### src/rtl/bcd_pkg.sv
// Shared types and constants for the serial BCD adder.
// Latency: none, declarations only.
// Backpressure: not applicable.
package bcd_pkg;

    localparam int BCD_DIGIT_W = 4;
    localparam int BCD_MAX     = 9;
    localparam int BCD_ADJ     = 6;

    typedef enum logic [1:0] {
        IDLE = 2'd0,
        RUN  = 2'd1,
        DONE = 2'd2
    } state_t;

    typedef logic [BCD_DIGIT_W-1:0] bcd_digit_t;

endpackage

### src/rtl/bcd_serial_add_ctrl_if.sv
// Operand/result handshake bundle for the serial BCD adder.
// Latency: none, wiring only.
// Backpressure: in_ready gates operand accept, out_ready releases the result.
// The digit_err signal exists only when BCD_SERIAL_DIGIT_ERR_EN is defined.
interface bcd_serial_add_ctrl_if #(
    parameter int DIGITS = 100
);
    logic                  in_valid;
    logic                  in_ready;
    logic [4*DIGITS-1:0]   a;
    logic [4*DIGITS-1:0]   b;
    logic                  cin;
    logic                  out_valid;
    logic                  out_ready;
    logic [4*DIGITS-1:0]   sum;
    logic                  cout;
    logic                  busy;
`ifdef BCD_SERIAL_DIGIT_ERR_EN
    logic                  digit_err;
`endif

    // Producer of operands and consumer of results.
    modport master (
        output in_valid, a, b, cin, out_ready,
`ifdef BCD_SERIAL_DIGIT_ERR_EN
        input  digit_err,
`endif
        input  in_ready, out_valid, sum, cout, busy
    );

    // The adder block itself.
    modport slave (
        input  in_valid, a, b, cin, out_ready,
`ifdef BCD_SERIAL_DIGIT_ERR_EN
        output digit_err,
`endif
        output in_ready, out_valid, sum, cout, busy
    );

endinterface

### src/rtl/bcd_digit_adder.sv
// Single-digit BCD adder with decimal adjust.
// Latency: combinational.
// Backpressure: none.
module bcd_digit_adder
    import bcd_pkg::*;
(
    input  bcd_digit_t a,
    input  bcd_digit_t b,
    input  logic       cin,
    output bcd_digit_t sum,
    output logic       cout
);

    logic [BCD_DIGIT_W:0] s;

    // Binary sum of the digit pair, then add 6 when it overflows a decimal digit.
    // The 5-bit intermediate keeps non-BCD inputs (up to 31) from wrapping early.
    always_comb begin
        s = {1'b0, a} + {1'b0, b} + {{BCD_DIGIT_W{1'b0}}, cin};
        if (s > (BCD_DIGIT_W+1)'(BCD_MAX)) begin
            sum  = s[BCD_DIGIT_W-1:0] + BCD_DIGIT_W'(BCD_ADJ);
            cout = 1'b1;
        end else begin
            sum  = s[BCD_DIGIT_W-1:0];
            cout = 1'b0;
        end
    end

endmodule

### src/rtl/bcd_serial_add_ctrl.sv
// Packed-BCD adder that reuses one digit adder, one digit per clock, LSB first.
// Latency: result valid DIGITS cycles after accept; one op per DIGITS+2 cycles.
// Backpressure: result held until out_ready; no accept while running or holding.
// Optional digit_err output enabled by defining BCD_SERIAL_DIGIT_ERR_EN.
module bcd_serial_add_ctrl
    import bcd_pkg::*;
#(
    parameter int DIGITS = 100
) (
    input  logic                 clk,
    input  logic                 reset,
    bcd_serial_add_ctrl_if.slave bus
);

    localparam int W  = BCD_DIGIT_W * DIGITS;
    localparam int CW = (DIGITS > 1) ? $clog2(DIGITS) : 1;
    localparam logic [CW-1:0] LAST_CNT = CW'(DIGITS - 1);

    state_t          state;
    logic [CW-1:0]   cnt;
    logic [W-1:0]    a_q;
    logic [W-1:0]    b_q;
    logic            carry_q;
    logic [W-1:0]    sum_q;
    logic            cout_q;
    logic            in_ready_q;
    logic            out_valid_q;
    logic            busy_q;

    int              dig_idx;
    bcd_digit_t      a_k;
    bcd_digit_t      b_k;
    bcd_digit_t      d_sum;
    logic            d_cout;

    // Select the operand digits addressed by the digit counter.
    always_comb begin
        dig_idx = int'(cnt) * BCD_DIGIT_W;
        a_k     = a_q[dig_idx +: BCD_DIGIT_W];
        b_k     = b_q[dig_idx +: BCD_DIGIT_W];
    end

    bcd_digit_adder u_digit (
        .a    (a_k),
        .b    (b_k),
        .cin  (carry_q),
        .sum  (d_sum),
        .cout (d_cout)
    );

`ifdef BCD_SERIAL_DIGIT_ERR_EN
    logic err_q;
    assign bus.digit_err = err_q;
`endif

    // Controller: accept operands, walk the digits, then hold the result.
    always_ff @(posedge clk) begin
        if (reset) begin
            state       <= IDLE;
            cnt         <= '0;
            a_q         <= '0;
            b_q         <= '0;
            carry_q     <= 1'b0;
            sum_q       <= '0;
            cout_q      <= 1'b0;
            in_ready_q  <= 1'b1;
            out_valid_q <= 1'b0;
            busy_q      <= 1'b0;
`ifdef BCD_SERIAL_DIGIT_ERR_EN
            err_q       <= 1'b0;
`endif
        end else begin
            case (state)
                IDLE: begin
                    if (bus.in_valid) begin
                        a_q        <= bus.a;
                        b_q        <= bus.b;
                        carry_q    <= bus.cin;   // digit 0 picks up cin via the carry register
                        cnt        <= '0;
                        state      <= RUN;
                        in_ready_q <= 1'b0;
                        busy_q     <= 1'b1;
`ifdef BCD_SERIAL_DIGIT_ERR_EN
                        err_q      <= 1'b0;
`endif
                    end
                end
                RUN: begin
                    sum_q[dig_idx +: BCD_DIGIT_W] <= d_sum;
                    carry_q <= d_cout;
`ifdef BCD_SERIAL_DIGIT_ERR_EN
                    if ((a_k > BCD_DIGIT_W'(BCD_MAX)) || (b_k > BCD_DIGIT_W'(BCD_MAX)))
                        err_q <= 1'b1;
`endif
                    if (cnt == LAST_CNT) begin
                        cout_q      <= d_cout;
                        state       <= DONE;
                        busy_q      <= 1'b0;
                        out_valid_q <= 1'b1;
                    end else begin
                        cnt <= cnt + CW'(1);
                    end
                end
                DONE: begin
                    // in_ready rises only after this edge, so no same-cycle re-accept.
                    if (bus.out_ready) begin
                        state       <= IDLE;
                        out_valid_q <= 1'b0;
                        in_ready_q  <= 1'b1;
                    end
                end
                default: begin
                    state       <= IDLE;
                    in_ready_q  <= 1'b1;
                    out_valid_q <= 1'b0;
                    busy_q      <= 1'b0;
                end
            endcase
        end
    end

    assign bus.in_ready  = in_ready_q;
    assign bus.out_valid = out_valid_q;
    assign bus.busy      = busy_q;
    assign bus.sum       = sum_q;
    assign bus.cout      = cout_q;

endmodule

### src/flat_wrapper.sv
// flat-port wrapper written by rule: the top's interface ports become plain ports
module bcd_serial_add_ctrl_flat import bcd_pkg::*;
#(
    parameter int DIGITS = 100
)
  (clk, reset, bus_in_valid, bus_a, bus_b, bus_cin, bus_out_ready, bus_in_ready, bus_out_valid, bus_sum, bus_cout, bus_busy);
  bcd_serial_add_ctrl_if #(.DIGITS(DIGITS)) bus_i ();
  input  logic clk;
  input  logic reset;
  input wire logic [$bits(bus_i.in_valid)-1:0] bus_in_valid;
  input wire logic [$bits(bus_i.a)-1:0] bus_a;
  input wire logic [$bits(bus_i.b)-1:0] bus_b;
  input wire logic [$bits(bus_i.cin)-1:0] bus_cin;
  input wire logic [$bits(bus_i.out_ready)-1:0] bus_out_ready;
  output wire logic [$bits(bus_i.in_ready)-1:0] bus_in_ready;
  output wire logic [$bits(bus_i.out_valid)-1:0] bus_out_valid;
  output wire logic [$bits(bus_i.sum)-1:0] bus_sum;
  output wire logic [$bits(bus_i.cout)-1:0] bus_cout;
  output wire logic [$bits(bus_i.busy)-1:0] bus_busy;
  assign bus_i.in_valid = bus_in_valid;
  assign bus_i.a = bus_a;
  assign bus_i.b = bus_b;
  assign bus_i.cin = bus_cin;
  assign bus_i.out_ready = bus_out_ready;
  assign bus_in_ready = bus_i.in_ready;
  assign bus_out_valid = bus_i.out_valid;
  assign bus_sum = bus_i.sum;
  assign bus_cout = bus_i.cout;
  assign bus_busy = bus_i.busy;
  bcd_serial_add_ctrl #(.DIGITS(DIGITS)) u_core (.clk(clk), .reset(reset), .bus(bus_i));
endmodule
### config.mk
export PLATFORM = sky130hd
export DESIGN_NAME = bcd_serial_add_ctrl_flat
export DESIGN_NICKNAME = d
export VERILOG_FILES = /design/src/rtl/bcd_pkg.sv /design/src/rtl/bcd_serial_add_ctrl_if.sv /design/src/rtl/bcd_digit_adder.sv /design/src/rtl/bcd_serial_add_ctrl.sv /design/src/flat_wrapper.sv
export SDC_FILE = /design/constraint.sdc
export NUM_CORES = 2
export LEC_CHECK = 0
export CAP_MARGIN = 5
export CORE_AREA = 4 4 465 467
export CTS_CLUSTER_DIAMETER = 150
export CTS_CLUSTER_SIZE = 12
export DETAILED_ROUTE_END_ITERATION = 7
export DIE_AREA = 0 0 469 471
export SKIP_CTS_REPAIR_TIMING = 1
export SYNTH_ARGS = -nofsm -noshare
export SYNTH_HDL_FRONTEND = slang
export SYNTH_SLANG_ARGS = --single-unit
### constraint.sdc
create_clock -name clk -period 7.6 [get_ports clk]
set_input_delay 1.52 -clock clk [delete_from_list [all_inputs] [get_ports clk]]
set_output_delay 1.52 -clock clk [all_outputs]
set_load 0.005 [all_outputs]
==> impl_metrics.toml <==
[status]
outcome = "completed"

[cts]
clk_pin_slew_ns = 0.07
cts_made_buffers = 114
clkSinkCount = 1214
htree_num_levels = 3
cts_buffer_depth = 3
cts_tree = "yes"
insertion_delay_ns = 0.77
cts_root_buffer = "clkbuf_16"

[logic_synthesis]
synthTopCellsByCount = "nand2_1, dfxtp_1, a21oi_1"
synth-seq-area-share_pct = 48.7
synth_seq_cells = 1214
synth_top_cell_area_share_pct = 48.7
syn_nets = 6546
synth-edff-count = 0
synth.avg_cell_area_um2 = 8.71
synthTopCellsByArea = "dfxtp_1, nand2_1, a21oi_1"
synth.distinct_cells = 84
synth_top_flop_cell = "dfxtp_1"
ys_warn_count = 0
netlist_area_mm2 = 0.0499
yosys.cell_count.top_type = "nand2_1"
netlist_instances = 5731
yosys.area.top_type = "dfxtp_1"
synthArstFlopShare_pct = 0

[global_route]
grt_max_degree = 235
overflow = 0
grt_usage_pct = 21.5
grt_pass1_wl_um = 343000
antenna_found_initial = 75
grt_pass1_vias = 45400

[floorplanning]
die_h_um = 471
io_pins = 1209
row_count = 169
die_w_um = 469
core_area_mm2 = 0.212
dieArea_mm2 = 0.221
start_util_pct = 23.6

[critical_path]
crit_required_ns = 8.18
crit_arrival_ns = 7.28
crit_type = "reg2reg"
worst_setup_path_start_kind = "flip-flop"
path_max_fanout = 51
endpoint_kind = "flip-flop"
path_cells = "buf_12, buf_12, mux4_2, mux4_2, a211oi_1, a31oi_1, fa_1, inv_1, fa_1, xor2_1, ha_1, nand2_1, a32o_1, nand4_1, o21ai_0, o21ai_4, buf_4, o21ai_0"
slowest_delay_ns = 0.76
slowest_stage = "dfxtp_4"

[final_layout]
areaGrowthSynthToFinish_pct = 35.7
drive_gt1_share_pct = 6.93
postLayoutCoreUtil_pct = 32.0
final_nets = 7498
nFillCells = 21900
layoutNonFillerInstCount = 9563

[sta]
worst_pin_slew_ns = 1.26
fmax_ghz = 0.149
rsz0062_at_grt = "false"
fin_worst_skew_ns = 0.0544
finalSetupTns_ns = 0
period_share_pct = 88.2
drv_slew = 0
hold_violations = 0
slew-limit-headroom_pct = 15.8
finalCriticalPeriod_ns = 6.70
finalSetupViolCount = 0

[drt]
wl_per_cell_um = 26.1
via_per_inst = 4.89
routed_wl_um = 250000
drc_errors = 0
drt_first_iter_violations = 4106
drt_pass1_iterations = 6
vias = 46700
drtAntennaViolNets = 0

[flow_run]
maxCapViolCount = 0

[hold_path]
hold_class = "reg2reg"

[place]
placed_cells = 9388
portBuffers = 1208
place_congestion = 0.892
dpl.hpwl_um = 193000

[power_and_ir_drop]
power.density_mw_per_mm2 = 207
peakVddDrop_mv = 0.213
power_uw = 14000
leakagePower_uw = 0.0235
==> worst max-delay path, delay by kind of cell (launching register included) <==
kind	cells	cell delay, ns
XOR/XNOR	1	0.50
AO/OA/AOI/OAI	6	1.53
flip-flops	1	0.76
adder cells (fa/ha/maj)	3	0.95
AND/OR/NAND/NOR	2	0.17
multiplexers	2	0.97
buffers and inverters	4	1.34
==> power by group <==
| part | switching [µW] | total [µW] | leakage, µW | internal, µW |
|---|---|---|---|---|
| Sequential | 192 | 6820 | 0.00991 | 6630 |
| Clock | 2580 | 5280 | 0.00151 | 2700 |
| Combinational | 1080 | 1910 | 0.0121 | 836 |
| Total | 3850 | 14000 | 0.0235 | 10200 |
==> sequential cells by signal (all words and copies together), names as in the netlist <==
signal and count:
u_core.carry_q 1, u_core.b_q 400, u_core.bus.out_valid 1, u_core.a_q 400
u_core.state 2, u_core.cnt 7, u_core.bus.in_ready 1, u_core.bus.sum 400
u_core.bus.cout 1, u_core.bus.busy 1
==> kinds of logic (layout without fill, tap and decap cells) <==
group / count (synthesis) / count (layout) / share of synthesized area, %
AO/OA/AOI/OAI: 1279 / 1279 / 13.6
XOR/XNOR: 12 / 12 / 0.241
adder cells (fa/ha/maj): 10 / 10 / 0.281
buffers and inverters: 496 / 1464 / 4.31
flip-flops: 1214 / 1214 / 48.7
multiplexers: 317 / 317 / 11.6
other: 0 / 43 / 0
AND/OR/NAND/NOR: 2403 / 2403 / 21.3
==> through the flow <==
| step | setup WS (ns) | area [µm²] | hold slack (ns) |
|---|---|---|---|
| after floorplan | 2.81 | 49900 | 0.432 |
| after global placement | 0.890 | 64500 | 0.439 |
| after detailed placement | 0.874 | 64500 | 0.445 |
| after CTS | 0.811 | 67600 | 0.454 |
| after global routing | 0.573 | 67700 | 0.469 |
| final | 0.900 | 67700 | 0.450 |
==> layout make-up <==
| type | instances | area, µm² | area share [%] |
|---|---|---|---|
| clock inverter | 11 | 169 | 0.249 |
| tap | 2821 | 3530 | 5.21 |
| clock buffer | 121 | 2910 | 4.30 |
| timing repair buffer | 1297 | 13000 | 19.1 |
| multi-input combinational | 4021 | 23600 | 34.8 |
| sequential | 1214 | 24300 | 35.9 |
| antenna | 43 | 108 | 0.159 |
| inverter | 35 | 134 | 0.198 |
==> layout by cell type (no fill, tap or decap), drive strengths merged, types with 6 or more instances in the layout <==
cell / count
nand2: 1756
dfxtp: 1214
clkdlybuf4s50: 1207
a21oi: 874
o21ai: 280
nand3b: 243
mux4: 202
nor2: 149
clkbuf: 121
mux2i: 111
nand3: 97
buf: 90
diode: 43
inv: 40
a211oi: 31
nand2b: 30
nor3: 29
o32ai: 26
nor2b: 19
nand4: 15
a31oi: 15
and3: 14
or3: 12
and2: 12
nor4: 10
ha: 8
xnor2: 8
clkinv: 6
==> metal layers <==
layer  vias to the layer above  wire length (µm)  part of all wire, %  GRT usage, %
met5                         -               181                0.072             0
met4                        30             11600                  4.6          9.55
met3                       380             19500                  7.8          5.25
met2                      2032            125000                   50          37.7
met1                     22800             94100                   38          24.7
li1                      21500                 -                    -             -
==> path summary, 6_finish.rpt <==
kind                   startpoint  cells past startpoint  slack, ns             endpoint
hold reg to reg   u_core.b_q[184]                      2       0.45      u_core.b_q[184]
setup / recovery    u_core.cnt[1]                     18       0.90  u_core.bus.sum[185]
hold / removal    u_core.b_q[184]                      2       0.45      u_core.b_q[184]
setup reg to reg    u_core.cnt[1]                     18       0.90  u_core.bus.sum[185]
No activity file was read; power rests on OpenSTA's default activity.
